`config.mk`:
```
export PLATFORM = sky130hd
export DESIGN_NAME = muldiv_seq_flat
export DESIGN_NICKNAME = d
export VERILOG_FILES = /design/src/rtl/muldiv_seq_if.sv /design/src/rtl/muldiv_seq.sv /design/src/flat_wrapper.sv
export SDC_FILE = /design/constraint.sdc
export NUM_CORES = 1
export LEC_CHECK = 0
export CORE_ASPECT_RATIO = 1.4
export CORE_UTILIZATION = 43
export CTS_CLUSTER_DIAMETER = 80
export DETAILED_ROUTE_END_ITERATION = 8
export PLACE_DENSITY = 0.76
export SLEW_MARGIN = 20
export SYNTH_ARGS = -nofsm -noshare
export SYNTH_HDL_FRONTEND = slang
export SYNTH_SLANG_ARGS = --single-unit
export TNS_END_PERCENT = 100
```
`constraint.sdc`:
```
create_clock -name clk -period 1.9 [get_ports clk]
set_clock_uncertainty 0.15 [all_clocks]
set_input_delay 0.285 -clock clk [delete_from_list [all_inputs] [get_ports clk]]
set_output_delay 0.285 -clock clk [all_outputs]
set_load 0.02 [all_outputs]
```
`src/rtl/muldiv_seq_if.sv`:
```
// Request/result and shared-ALU signals for the multi-cycle multiply/divide sequencer.
// The master side is the EX-stage environment; the slave side is the sequencer.
interface muldiv_seq_if;
    logic        start;
    logic        op;
    logic [31:0] src_a;
    logic [31:0] src_b;
    logic        busy;
    logic        done;
    logic [31:0] hi;
    logic [31:0] lo;
    logic        div_by_zero;
    logic        ex_alu_req;
    logic        alu_sel;
    logic [31:0] alu_a;
    logic [31:0] alu_b;
    logic [1:0]  alu_ctrl;
    logic [31:0] alu_out;
    logic        alu_carry;

    modport master (
        output start, op, src_a, src_b, ex_alu_req, alu_out, alu_carry,
        input  busy, done, hi, lo, div_by_zero, alu_sel, alu_a, alu_b, alu_ctrl
    );

    modport slave (
        input  start, op, src_a, src_b, ex_alu_req, alu_out, alu_carry,
        output busy, done, hi, lo, div_by_zero, alu_sel, alu_a, alu_b, alu_ctrl
    );
endinterface

```
`src/rtl/muldiv_seq.sv`:
```
// Unsigned 32x32 multiply / 32/32 divide, one shift-add or restoring-subtract step per cycle,
// borrowing the EX-stage ALU only in cycles EX leaves free.
module muldiv_seq #(
    parameter bit ZERO_SKIP = 1'b1
) (
    input  logic          clk,
    input  logic          resetn,
    muldiv_seq_if.slave   bus
);
    localparam logic [1:0] ALU_ADD = 2'b10;
    localparam logic [1:0] ALU_SUB = 2'b11;

    typedef enum logic [1:0] {IDLE = 2'd0, RUN = 2'd1, DONE = 2'd2} state_e;

    state_e      state_q, state_d;
    logic [4:0]  cnt_q, cnt_d;
    logic        op_q, op_d;
    logic [31:0] hi_q, hi_d;      // P_hi for multiply, remainder R for divide
    logic [31:0] lo_q, lo_d;      // P_lo for multiply, quotient Q for divide
    logic [31:0] opnd_q, opnd_d;  // multiplicand M or divisor D
    logic        dbz_q, dbz_d;
    logic        needs_alu;
    logic        step_go;
    logic [31:0] r_shift;

    always_comb begin
        r_shift   = {hi_q[30:0], lo_q[31]};
        needs_alu = op_q || lo_q[0] || !ZERO_SKIP;
        step_go   = (state_q == RUN) && !(needs_alu && bus.ex_alu_req);
    end

    // NOTE: sequential state uses non-blocking assignments so every flop samples pre-edge values.
    always_ff @(posedge clk or negedge resetn) begin
        if (!resetn) begin
            state_q <= IDLE;
            cnt_q   <= 5'd0;
            op_q    <= 1'b0;
            hi_q    <= 32'd0;
            lo_q    <= 32'd0;
            opnd_q  <= 32'd0;
            dbz_q   <= 1'b0;
        end else begin
            state_q <= state_d;
            cnt_q   <= cnt_d;
            op_q    <= op_d;
            hi_q    <= hi_d;
            lo_q    <= lo_d;
            opnd_q  <= opnd_d;
            dbz_q   <= dbz_d;
        end
    end

    // NOTE: every combinational output gets a default first so no path infers a latch.
    always_comb begin
        state_d = state_q;
        unique case (state_q)
            IDLE: if (bus.start) state_d = (bus.op && bus.src_b == 32'd0) ? DONE : RUN;
            RUN:  if (step_go && cnt_q == 5'd31) state_d = DONE;
            DONE: state_d = IDLE;
            default: state_d = IDLE;
        endcase
    end

    always_comb begin
        cnt_d  = cnt_q;
        op_d   = op_q;
        hi_d   = hi_q;
        lo_d   = lo_q;
        opnd_d = opnd_q;
        dbz_d  = dbz_q;
        if (state_q == IDLE && bus.start) begin
            op_d  = bus.op;
            cnt_d = 5'd0;
            if (bus.op && bus.src_b == 32'd0) begin
                hi_d  = bus.src_a;
                lo_d  = 32'hFFFF_FFFF;
                dbz_d = 1'b1;
            end else begin
                hi_d   = 32'd0;
                lo_d   = bus.op ? bus.src_a : bus.src_b;
                opnd_d = bus.op ? bus.src_b : bus.src_a;
                dbz_d  = 1'b0;
            end
        end else if (step_go) begin
            cnt_d = cnt_q + 5'd1;
            if (op_q) begin
                // A set top bit of R means R' exceeds 32 bits and always covers D.
                if (hi_q[31] || bus.alu_carry) begin
                    hi_d = bus.alu_out;
                    lo_d = {lo_q[30:0], 1'b1};
                end else begin
                    hi_d = r_shift;
                    lo_d = {lo_q[30:0], 1'b0};
                end
            end else if (lo_q[0]) begin
                hi_d = {bus.alu_carry, bus.alu_out[31:1]};
                lo_d = {bus.alu_out[0], lo_q[31:1]};
            end else begin
                hi_d = {1'b0, hi_q[31:1]};
                lo_d = {hi_q[0], lo_q[31:1]};
            end
        end
    end

    always_comb begin
        bus.busy        = (state_q != IDLE);
        bus.done        = (state_q == DONE);
        bus.hi          = hi_q;
        bus.lo          = lo_q;
        bus.div_by_zero = dbz_q;
        bus.alu_sel     = (state_q == RUN) && needs_alu && !bus.ex_alu_req;
        bus.alu_a       = 32'd0;
        bus.alu_b       = 32'd0;
        bus.alu_ctrl    = ALU_ADD;
        if (bus.alu_sel) begin
            bus.alu_a    = op_q ? r_shift : hi_q;
            bus.alu_b    = opnd_q;
            bus.alu_ctrl = op_q ? ALU_SUB : ALU_ADD;
        end
    end
endmodule

```
`src/flat_wrapper.sv`:
```
// flat-port wrapper written by rule: the top's interface ports become plain ports
module muldiv_seq_flat 
#(
    parameter bit ZERO_SKIP = 1'b1
)
  (clk, resetn, bus_start, bus_op, bus_src_a, bus_src_b, bus_ex_alu_req, bus_alu_out, bus_alu_carry, bus_busy, bus_done, bus_hi, bus_lo, bus_div_by_zero, bus_alu_sel, bus_alu_a, bus_alu_b, bus_alu_ctrl);
  muldiv_seq_if bus_i ();
  input  logic clk;
  input  logic resetn;
  input wire logic [$bits(bus_i.start)-1:0] bus_start;
  input wire logic [$bits(bus_i.op)-1:0] bus_op;
  input wire logic [$bits(bus_i.src_a)-1:0] bus_src_a;
  input wire logic [$bits(bus_i.src_b)-1:0] bus_src_b;
  input wire logic [$bits(bus_i.ex_alu_req)-1:0] bus_ex_alu_req;
  input wire logic [$bits(bus_i.alu_out)-1:0] bus_alu_out;
  input wire logic [$bits(bus_i.alu_carry)-1:0] bus_alu_carry;
  output wire logic [$bits(bus_i.busy)-1:0] bus_busy;
  output wire logic [$bits(bus_i.done)-1:0] bus_done;
  output wire logic [$bits(bus_i.hi)-1:0] bus_hi;
  output wire logic [$bits(bus_i.lo)-1:0] bus_lo;
  output wire logic [$bits(bus_i.div_by_zero)-1:0] bus_div_by_zero;
  output wire logic [$bits(bus_i.alu_sel)-1:0] bus_alu_sel;
  output wire logic [$bits(bus_i.alu_a)-1:0] bus_alu_a;
  output wire logic [$bits(bus_i.alu_b)-1:0] bus_alu_b;
  output wire logic [$bits(bus_i.alu_ctrl)-1:0] bus_alu_ctrl;
  assign bus_i.start = bus_start;
  assign bus_i.op = bus_op;
  assign bus_i.src_a = bus_src_a;
  assign bus_i.src_b = bus_src_b;
  assign bus_i.ex_alu_req = bus_ex_alu_req;
  assign bus_i.alu_out = bus_alu_out;
  assign bus_i.alu_carry = bus_alu_carry;
  assign bus_busy = bus_i.busy;
  assign bus_done = bus_i.done;
  assign bus_hi = bus_i.hi;
  assign bus_lo = bus_i.lo;
  assign bus_div_by_zero = bus_i.div_by_zero;
  assign bus_alu_sel = bus_i.alu_sel;
  assign bus_alu_a = bus_i.alu_a;
  assign bus_alu_b = bus_i.alu_b;
  assign bus_alu_ctrl = bus_i.alu_ctrl;
  muldiv_seq #(.ZERO_SKIP(ZERO_SKIP)) u_core (.clk(clk), .resetn(resetn), .bus(bus_i));
endmodule
```
==> reports/summary.txt <==
status = complete, but fails checks
failing checks = negative setup slack
Syn Std Cell Area = 7360 um2
remaining antenna violation count = 0
max-slew violations = 0
Critical Path Max Stage Delay = 0.49 ns
vias = 9574
post-DP HPWL = 19100 um
Internal Pwr Total = 13.8 mW
Pwr per Cell Area = 1910 nW/um2
area delta synth->final = 88.2%
Leakage = 5.93 nW
IO Pins = 236
CTS tree = yes
unrepaired setup endpoints after global routing = yes
1st-iter DRT viols = 1355
DRT Pass-1 Iters = 9
Yosys warning total = 0
gr usage total = 36.6%
H-tree Lvls = 3
fmax = 407 MHz
Clk Latency, worst-skew pair = 0.35 ns
crit path max fanout = 15
syn_area_per_cell = 8.91 um2
Comb power frac = 73.3%
post-layout min period = 2.46 ns
TritonCTS Buffers = 9
reg2reg path depth = 8
placed cell count = 1274
sequential share of the synthesized area = 35.7%
CP cell instances = buf_6, buf_6, buf_4, o21ai_1, nand2_1, buf_4, a21oi_1, nor3_2
pre-CTS WS = -0.754 ns
ys async rst share = 100%
row cnt = 56
largest family of logic cells by synthesized area = compound AO/OA/AOI/OAI gates
Initial Util = 43.9%
final setup margin = -0.557 ns
CP endpoint kind = flop
die width = 113 um
filler-free cell count of the finished design = 1373
compound-cell area share of the yosys netlist = 22.2%
Slowest-stage cell, CP = dfrtp_4
min-delay worst type = in -> async
hold_ws = 0.139 ns
Post-Synth XOR/XNOR Area = 0.357%
GPL Wtd Cong = 0.848
count of final hold-check violations = 0
CP Depth = 8
Yosys cell types = 45
CTS Sinks = 105
per-cell routed wire length = 29.8 um
final setup violation count = 178
Mapped Cells = 826
Crit path buffers/inverters = 4
share of post-route cells with drive strength above 1 = 45.3%
sequential share of power = 19.2%
R2R Setup Slk = -0.56 ns
Pwr Total = 26.5 mW
top_reg_cell synth = dfrtp_1
switching portion of total power = 47.8%
worst path arrival time = 2.53 ns
critical path class = reg -> reg
Via density = 6.97
chip height = 157 um
clock power share = 7.5%
worst path required time = 1.98 ns
CTS root buf = clkbuf_16
largest net degree at the start of global routing = 67
Setup crit start kind = flop
post-synthesis mux area share = 18.9%
die area = 17600 um2
FF+latch count, synth = 105
initial antenna violation count = 3
Adder-Cell Fraction of Synth Area = 0.340%
Clock Path Buffers = 2
GR Overflow Total = 0
Synth Area in Simple Gates = 15.3%
Final nets = 1267
core area = 16700 um2
Total Wirelength = 40900 um
VDD IR max = 0.000884 V
port bufs = 234
Switch Pwr = 12.7 mW
Worst-path clk slew = 0.08 ns
first-pass GRT wire length = 49600 um
Largest delay share family, worst path = buffers and inverters
final worst-path cycle share = 129%
syn nets = 930
Residual DRC = 0
EDFF count, synth = 0
vias in the first global route = 8666
Slew HR = 45.7%
Tightest Pin Transition = 0.805 ns
max-cap violations = 0
cell families (layout without fill, tap and decap cells):
kind of cell,count (synthesis),after routing
AO/OA/AOI/OAI,235,235
XOR/XNOR,3,3
adder cells (fa/ha/maj),2,2
buffers and inverters,118,459
flip-flops,105,105
multiplexers,131,131
other,1,4
AND/OR/NAND/NOR,231,231
sequential cells by signal, summed over array words and instances (netlist names):
| register | cells |
|---|---|
| u_core.state_q | 2 |
| u_core.cnt_q | 5 |
| u_core.bus.hi | 32 |
| u_core.bus.div_by_zero | 1 |
| u_core.bus.lo | 32 |
| u_core.op_q | 1 |
| u_core.opnd_q | 32 |
worst paths after layout:
check | start | to
min in group clk | bus_src_b[13] | u_core.opnd_q[13]
worst max register to register | u_core.op_q | u_core.bus.hi[7]
worst min register to register | u_core.opnd_q[4] | u_core.opnd_q[4]
worst min-delay path | resetn | u_core.bus.hi[28]
worst max-delay path | u_core.op_q | u_core.bus.hi[7]
max in group asynchronous | resetn | u_core.opnd_q[11]
cell usage after synthesis, types with 3 or more instances:
cell type / instances / share of area, %
mux2i_1: 66 / 9.0
buf_1: 4 / 0.20
and2_1: 60 / 5.1
nand2_1: 40 / 2.0
nor3_1: 34 / 2.3
dfrtp_1: 105 / 36
o21ai_0: 37 / 2.5
o211ai_1: 29 / 3.0
nor4_1: 5 / 0.43
mux2_2: 65 / 10
clkbuf_1: 62 / 3.2
buf_2: 6 / 0.41
inv_1: 33 / 1.7
nand3_1: 3 / 0.20
nor2_1: 74 / 3.8
a211oi_1: 29 / 3.0
nor2b_1: 3 / 0.26
a2111oi_0: 29 / 3.5
o311ai_0: 30 / 3.6
o22ai_1: 32 / 2.7
a21oi_1: 38 / 2.6
buf_4: 6 / 0.61
buf_6: 6 / 0.92
layout by cell type (no fill, tap or decap), types with 30 or more instances in the layout:
master / instances
dfrtp_1: 102
clkdlybuf4s50_1: 96
buf_4: 92
buf_6: 69
mux2i_1: 56
dlymetal6s2s_1: 51
nand2_1: 40
nor2_4: 39
a21oi_1: 37
o21ai_0: 34
mux2_2: 33
inv_1: 32
mux2_4: 32
o311ai_0: 30
layer usage:
metal / part of all wire, % / vias up / routed length, um / global-route usage (%)
met1: 34 / 4547 / 14000 / 43.9
met2: 47 / 957 / 19100 / 60.1
met5: 0 / - / 0 / 0
met3: 11 / 330 / 4330 / 7.13
li1: - / 3740 / - / -
met4: 8.5 / 0 / 3480 / 23.3
power by group through the flow:
stage               Combinational [mW]  Sequential [mW]  Clock (mW)
floorplan                         6.61             5.09           0
global placement                  11.9             4.53           0
detailed placement                12.1             4.57           0
CTS                               16.0             4.71        1.95
global route                      20.0             5.16        2.06
finish                            19.4             5.08        2.00
what timing repair did:
| action | 4_1_cts | 5_1_grt |
|---|---|---|
| setup buffers | 29 | 32 |
| pin swaps | 48 | 50 |
| gates resized for setup | 491 | 236 |
| hold buffers | 1 | 0 |
| endpoints found under the hold margin | 105 | 0 |
| cloned | 21 | 8 |
| setup endpoints to repair | 175 | 213 |
layout make-up:
cell class / instances / area [um2]
Timing Repair Buffer: 410 / 4760
Inverter: 34 / 133
Tap cell: 203 / 254
Sequential cell: 105 / 2630
Clock inverter: 3 / 40.0
Antenna cell: 3 / 7.51
Clock buffer: 12 / 256
Multi-Input combinational cell: 603 / 5760
Fill cell: 757 / 2900
stage by stage:
step,cell area (um2),utilization (%),setup TNS (ns)
after floorplan,7690,-,-0.675
after global placement,10800,64.3,-99.76
after detailed placement,10800,64.3,-102.72
after CTS,12800,76.2,-52.18
after global routing,13800,82.7,-63.28
final,13800,82.7,-56.72
Note: power is estimated with default switching activity, not from simulation.
